===== src/rtl/cell_bist_pkg.sv =====
// Shared types and constants for the logic-cell self-test controller.
package cell_bist_pkg;

  typedef enum logic [1:0] {IDLE, APPLY, SAMPLE, DONE} state_t;

  localparam int OBS_BUF  = 0;
  localparam int OBS_AND  = 1;
  localparam int OBS_OR   = 2;
  localparam int OBS_XOR  = 3;
  localparam int OBS_NAND = 4;
  localparam int OBS_NOT  = 5;
  localparam int OBS_MUX  = 6;
  localparam int OBS_DFF  = 7;

  localparam int NUM_VEC = 8;
  localparam logic [3:0] ERR_SAT = 4'd15;

  function automatic logic [2:0] lowest_set(input logic [7:0] bits);
    lowest_set = 3'd0;
    for (int i = 7; i >= 0; i--) begin
      if (bits[i]) lowest_set = 3'(i);
    end
  endfunction

endpackage


===== src/rtl/cell_bist_if.sv =====
// Bundle between the self-test controller and whatever launches it and hosts the cells.
interface cell_bist_if;
  logic       start;
  logic [7:0] cell_mask;
  logic [7:0] obs;
  logic       tv_a;
  logic       tv_b;
  logic       tv_sel;
  logic       tv_d;
  logic       busy;
  logic       done;
  logic       pass;
  logic [3:0] err_cnt;
  logic [2:0] fail_cell;
  logic [2:0] fail_vec;

  modport master (
    output start, cell_mask, obs,
    input  tv_a, tv_b, tv_sel, tv_d, busy, done, pass, err_cnt, fail_cell, fail_vec
  );

  modport slave (
    input  start, cell_mask, obs,
    output tv_a, tv_b, tv_sel, tv_d, busy, done, pass, err_cnt, fail_cell, fail_vec
  );
endinterface


===== src/rtl/cell_bist_golden.sv =====
// Reference responses of the eight cells under test for the current drive vector.
module cell_bist_golden
  import cell_bist_pkg::*;
(
  input  logic       a,
  input  logic       b,
  input  logic       sel,
  input  logic       d,
  output logic [7:0] expected
);

  always_comb begin
    expected           = '0;
    expected[OBS_BUF]  = a;
    expected[OBS_AND]  = a & b;
    expected[OBS_OR]   = a | b;
    expected[OBS_XOR]  = a ^ b;
    expected[OBS_NAND] = ~(a & b);
    expected[OBS_NOT]  = ~a;
    expected[OBS_MUX]  = sel ? b : a;
    expected[OBS_DFF]  = d;
  end

endmodule


===== src/rtl/cell_bist_ctrl.sv =====
// Walks eight test vectors through the cells, two cycles each, and records mismatches.
module cell_bist_ctrl
  import cell_bist_pkg::*;
(
  input  logic         clk,
  input  logic         rst_n,
  cell_bist_if.slave   bus
);

  state_t     state, state_next;
  logic [2:0] v;
  logic [2:0] v_next;
  logic       tv_a, tv_b, tv_sel, tv_d;
  logic [3:0] err_cnt;
  logic [2:0] fail_cell, fail_vec;
  logic [7:0] expected;
  logic [7:0] mism;
  logic       start_run;
  logic       last_vec;

  cell_bist_golden u_golden (
    .a        (tv_a),
    .b        (tv_b),
    .sel      (tv_sel),
    .d        (tv_d),
    .expected (expected)
  );

  assign mism      = (bus.obs ^ expected) & bus.cell_mask;
  assign start_run = ((state == IDLE) || (state == DONE)) && bus.start;
  assign last_vec  = (v == 3'(NUM_VEC - 1));
  assign v_next    = v + 3'd1;

  always_ff @(posedge clk or negedge rst_n) begin
    if (!rst_n) state <= IDLE;
    else        state <= state_next;
  end

  always_comb begin
    state_next = state;
    case (state)
      IDLE:    if (bus.start) state_next = APPLY;
      APPLY:   state_next = SAMPLE;
      SAMPLE:  state_next = last_vec ? DONE : APPLY;
      DONE:    if (bus.start) state_next = APPLY;
      default: state_next = IDLE;
    endcase
  end

  // err_cnt==0 doubles as the "no mismatch yet this run" flag for fail capture.
  always_ff @(posedge clk or negedge rst_n) begin
    if (!rst_n) begin
      v         <= '0;
      tv_a      <= 1'b0;
      tv_b      <= 1'b0;
      tv_sel    <= 1'b0;
      tv_d      <= 1'b0;
      err_cnt   <= '0;
      fail_cell <= '0;
      fail_vec  <= '0;
    end else if (start_run) begin
      v         <= '0;
      tv_a      <= 1'b0;
      tv_b      <= 1'b0;
      tv_sel    <= 1'b0;
      tv_d      <= 1'b0;
      err_cnt   <= '0;
      fail_cell <= '0;
      fail_vec  <= '0;
    end else if (state == SAMPLE) begin
      if (mism != 8'h00) begin
        if (err_cnt != ERR_SAT) err_cnt <= err_cnt + 4'd1;
        if (err_cnt == 4'd0) begin
          fail_vec  <= v;
          fail_cell <= lowest_set(mism);
        end
      end
      if (!last_vec) begin
        v      <= v_next;
        tv_a   <= v_next[0];
        tv_b   <= v_next[1];
        tv_sel <= v_next[2];
        tv_d   <= v_next[0];
      end
    end
  end

  always_comb begin
    bus.busy      = (state == APPLY) || (state == SAMPLE);
    bus.done      = (state == DONE);
    bus.pass      = (state == DONE) && (err_cnt == 4'd0);
    bus.err_cnt   = err_cnt;
    bus.fail_cell = fail_cell;
    bus.fail_vec  = fail_vec;
    bus.tv_a      = tv_a;
    bus.tv_b      = tv_b;
    bus.tv_sel    = tv_sel;
    bus.tv_d      = tv_d;
  end

endmodule


===== src/flat_wrapper.sv =====
// flat-port wrapper written by rule: the top's interface ports become plain ports
module cell_bist_ctrl_flat import cell_bist_pkg::*;
  (clk, rst_n, bus_start, bus_cell_mask, bus_obs, bus_tv_a, bus_tv_b, bus_tv_sel, bus_tv_d, bus_busy, bus_done, bus_pass, bus_err_cnt, bus_fail_cell, bus_fail_vec);
  cell_bist_if bus_i ();
  input  logic clk;
  input  logic rst_n;
  input wire logic [$bits(bus_i.start)-1:0] bus_start;
  input wire logic [$bits(bus_i.cell_mask)-1:0] bus_cell_mask;
  input wire logic [$bits(bus_i.obs)-1:0] bus_obs;
  output wire logic [$bits(bus_i.tv_a)-1:0] bus_tv_a;
  output wire logic [$bits(bus_i.tv_b)-1:0] bus_tv_b;
  output wire logic [$bits(bus_i.tv_sel)-1:0] bus_tv_sel;
  output wire logic [$bits(bus_i.tv_d)-1:0] bus_tv_d;
  output wire logic [$bits(bus_i.busy)-1:0] bus_busy;
  output wire logic [$bits(bus_i.done)-1:0] bus_done;
  output wire logic [$bits(bus_i.pass)-1:0] bus_pass;
  output wire logic [$bits(bus_i.err_cnt)-1:0] bus_err_cnt;
  output wire logic [$bits(bus_i.fail_cell)-1:0] bus_fail_cell;
  output wire logic [$bits(bus_i.fail_vec)-1:0] bus_fail_vec;
  assign bus_i.start = bus_start;
  assign bus_i.cell_mask = bus_cell_mask;
  assign bus_i.obs = bus_obs;
  assign bus_tv_a = bus_i.tv_a;
  assign bus_tv_b = bus_i.tv_b;
  assign bus_tv_sel = bus_i.tv_sel;
  assign bus_tv_d = bus_i.tv_d;
  assign bus_busy = bus_i.busy;
  assign bus_done = bus_i.done;
  assign bus_pass = bus_i.pass;
  assign bus_err_cnt = bus_i.err_cnt;
  assign bus_fail_cell = bus_i.fail_cell;
  assign bus_fail_vec = bus_i.fail_vec;
  cell_bist_ctrl u_core (.clk(clk), .rst_n(rst_n), .bus(bus_i));
endmodule

===== config.mk =====
export PLATFORM = sky130hd
export DESIGN_NAME = cell_bist_ctrl_flat
export DESIGN_NICKNAME = d
export VERILOG_FILES = /design/src/rtl/cell_bist_pkg.sv /design/src/rtl/cell_bist_if.sv /design/src/rtl/cell_bist_golden.sv /design/src/rtl/cell_bist_ctrl.sv /design/src/flat_wrapper.sv
export SDC_FILE = /design/constraint.sdc
export NUM_CORES = 1
export LEC_CHECK = 0
export CAP_MARGIN = 25
export CELL_PAD_IN_SITES_DETAIL_PLACEMENT = 0
export CELL_PAD_IN_SITES_GLOBAL_PLACEMENT = 1
export CORE_UTILIZATION = 33
export DETAILED_ROUTE_END_ITERATION = 8
export HOLD_SLACK_MARGIN = 0.05
export PLACE_DENSITY_LB_ADDON = 0.1
export SETUP_SLACK_MARGIN = 0.1
export SLEW_MARGIN = 20
export SYNTH_ARGS = -nofsm -noshare
export SYNTH_HDL_FRONTEND = slang
export SYNTH_SLANG_ARGS = --single-unit

===== constraint.sdc =====
create_clock -name clk -period 2.4 [get_ports clk]
set_input_delay 0.6 -clock clk [delete_from_list [all_inputs] [get_ports clk]]
set_output_delay 0.6 -clock clk [all_outputs]
set_load 0.005 [all_outputs]

==> flow_summary.toml <==
[outcome]
status = "complete, no violations"

[clock_network]
cts_tree = "built"
insertion_delay_ps = 290
clk_pin_slew_ps = 90
cts_made_buffers = 3
cts_max_path_buffers = 2
clock-sinks = 15
holdBufCountCts = 0
h-tree-depth = 1
cts_root_buf = "clkbuf_4"

[placement]
dp.cells = 196
place_area_um2 = 1470
place.gp.congestion = 0.793
post-dp-hpwl_mm = 2.02
port_buffers = 35

[synth]
syn_inst = 115
synth_area_leaders = "dfrtp_1 36%, ha_1 9.5%, mux2i_1 5.7%"
synth-seq-cells = 15
syn_area_um2 = 1050
synthXorXnorAreaFrac = 0.0668
synth_edf_count = 0
yosysSeqAreaShare = 0.358
muxShareOfSynthArea = 0.0716
yosys.area_share.simple = 0.163
synth_top_family_by_area = "simple AND/OR/NAND/NOR gates"
synth-adder-area-share = 0.0955
synth_compound_area_frac = 0.160
syn-num-nets = 142
yosysWarnings = 0
synth.avg_cell_area_um2 = 9.12
synth.distinct_cells = 33
yosysTopAreaCellShare = 0.358
synth_async_sr_flop_share = 1.00
yosys.area.top_type = "dfrtp_1"
synth_ff_type = "dfrtp_1"

[sta]
max_slew_margin = 0.536
fin_hold_ws_ps = 517
fmax_mhz = 459
rsz0062_at_grt = "false"
max_slew.worst_pin.slew_ps = 694
drv_slew = 0
final-hold-violation-count = 0
fin_setup_tns_ps = 0
setup_viol = 0
finClkSkew_ps = 6.05
post-route-period-util = 0.908
timing.final.crit_period_ps = 2180

[setup_path]
crit_required_ps = 1800
crit_path_start_kind = "register"
critPathCaptureType = "output pin"
arrival_ps = 1580
path_max_fanout = 4
critical_path_class = "reg -> out"

[grt]
grt_pass1_wl_mm = 4.17
antenna_found_initial = 0
grt_pass1_vias = 947
overflow = 0
grtUsageTotal = 0.165
grt_max_degree = 16

[power_and_ir_drop]
power_density_nw_per_um2 = 1090
comb_power_share = 0.657
ir_worst_vdd_v = 0.000534
netSwitchingPower_mw = 0.668
power.clock.fraction = 0.087
pwr-share-seq = 0.256
power.total_mw = 1.68
leakage_nw = 0.690
swShare = 0.399
intPower_mw = 1.01

[drt]
drc = 0
firstDrtPassIters = 4
via_per_inst = 4.80
drtIter0Drc = 30
wirelength_mm = 2.58
vias = 975
wl_per_cell_um = 12.7
final_antenna_net_count = 0

[final_layout]
final_area_um2 = 1540
instances_no_fill = 203
layout_commonest_cell = "clkdlybuf4s50_1"
layout-drive-gt1-share = 0.132
insertedDiodeCount = 0
layout_common_cells = "34 x clkdlybuf4s50_1, 13 x inv_1, 13 x nand2_1, 13 x dfrtp_1, 10 x buf_4"
area_delta_synth_final_pct = 47.1
fin_nets = 187

[die]
fp-row-count = 20
die_y_um = 58.4
core_um2 = 3030
die_x_um = 58.4
initial_utilization = 0.346
ios = 36
die-area_um2 = 3410

[job]
cap_violations = 0

[worst_hold_path]
hold_class = "reg -> reg"
-- path summary, 6_finish.rpt --
check | start | to | slack, ps | cells past startpoint
worst max-delay path | u_core.state[0]$_DFFE_PN0P_ | bus_busy | 220 | 4
max in group asynchronous | rst_n | u_core.bus.err_cnt[0]$_DFFE_PN0P_ | 1190 | 1
min in group asynchronous | rst_n | u_core.bus.fail_cell[1]$_DFFE_PN0P_ | 720 | 1
worst max register to register | u_core.v[1]$_DFFE_PN0P_ | u_core.bus.err_cnt[2]$_DFFE_PN0P_ | 240 | 7
worst min-delay path | u_core.bus.fail_vec[1]$_DFFE_PN0P_ | u_core.bus.fail_vec[1]$_DFFE_PN0P_ | 520 | 2
worst min register to register | u_core.bus.fail_vec[1]$_DFFE_PN0P_ | u_core.bus.fail_vec[1]$_DFFE_PN0P_ | 520 | 2
-- area by class of cell --
| type | count | area [µm²] |
|---|---|---|
| tap | 44 | 55.1 |
| multi-input combinational | 82 | 609 |
| fill | 303 | 1490 |
| sequential | 15 | 378 |
| inverter | 13 | 48.8 |
| timing repair buffer | 45 | 424 |
| clock buffer | 3 | 22.5 |
| clock inverter | 1 | 5.00 |
-- Yosys cell counts (2+ instances only) --
| library cell | n |
|---|---|
| a221oi_1 | 2 |
| o22ai_1 | 2 |
| dfrtp_1 | 15 |
| a21oi_1 | 7 |
| a22oi_1 | 2 |
| nand2b_1 | 4 |
| nand2_1 | 13 |
| buf_6 | 2 |
| xnor2_1 | 4 |
| xor2_1 | 4 |
| nor2_1 | 8 |
| buf_2 | 2 |
| and2_1 | 3 |
| o21ai_0 | 3 |
| ha_1 | 8 |
| nand3_1 | 2 |
| mux2i_1 | 6 |
| inv_1 | 13 |
-- routing by layer --
metal	wire length [µm]	part of all wire	track usage
met3	138	0.053	0.0352
met2	1170	0.45	0.256
met5	0	0	0
met1	1230	0.47	0.215
met4	49	0.019	0.0884
-- worst max-delay path, cell delays in order (launching register included) --
cell,delay (ps)
dfrtp_1,410
inv_1,100
ha_4,220
inv_1,70
clkdlybuf4s50_1,490
-- power by group through the flow --
stage	Sequential, mW	Combinational [mW]	Clock, mW
after floorplan	0.419	0.610	0
after global placement	0.435	1.02	0
after detailed placement	0.438	1.03	0
after CTS	0.436	1.05	0.152
after global routing	0.440	1.23	0.164
final	0.429	1.10	0.146
-- cells by family after synthesis --
kind of cell	Yosys count
compound gates	24
xor+xnor	8
fa+ha+maj	8
buf+inv	18
flops	15
mux	7
simple gates	35
-- through the flow --
stage | util | setup slack (ps)
floorplan | - | 197
global placement | 0.484 | -89.7
detailed placement | 0.484 | -134
CTS | 0.497 | 112
global route | 0.510 | 115
finish | 0.510 | 220
-- flip-flops by register name, indices dropped and copies added, names as in the netlist --
| name | cells |
|---|---|
| u_core.bus.fail_vec | 3 |
| u_core.bus.fail_cell | 3 |
| u_core.bus.err_cnt | 4 |
| u_core.v | 3 |
| u_core.state | 2 |
-- timing repair --
action                     in CTS  in global routing
buffers inserted                0                  3
cloned                          0                  0
pin swaps                       0                  0
setup endpoints to repair       7                  5
resized for setup               5                  3
Note: power is estimated with default switching activity, not from simulation.
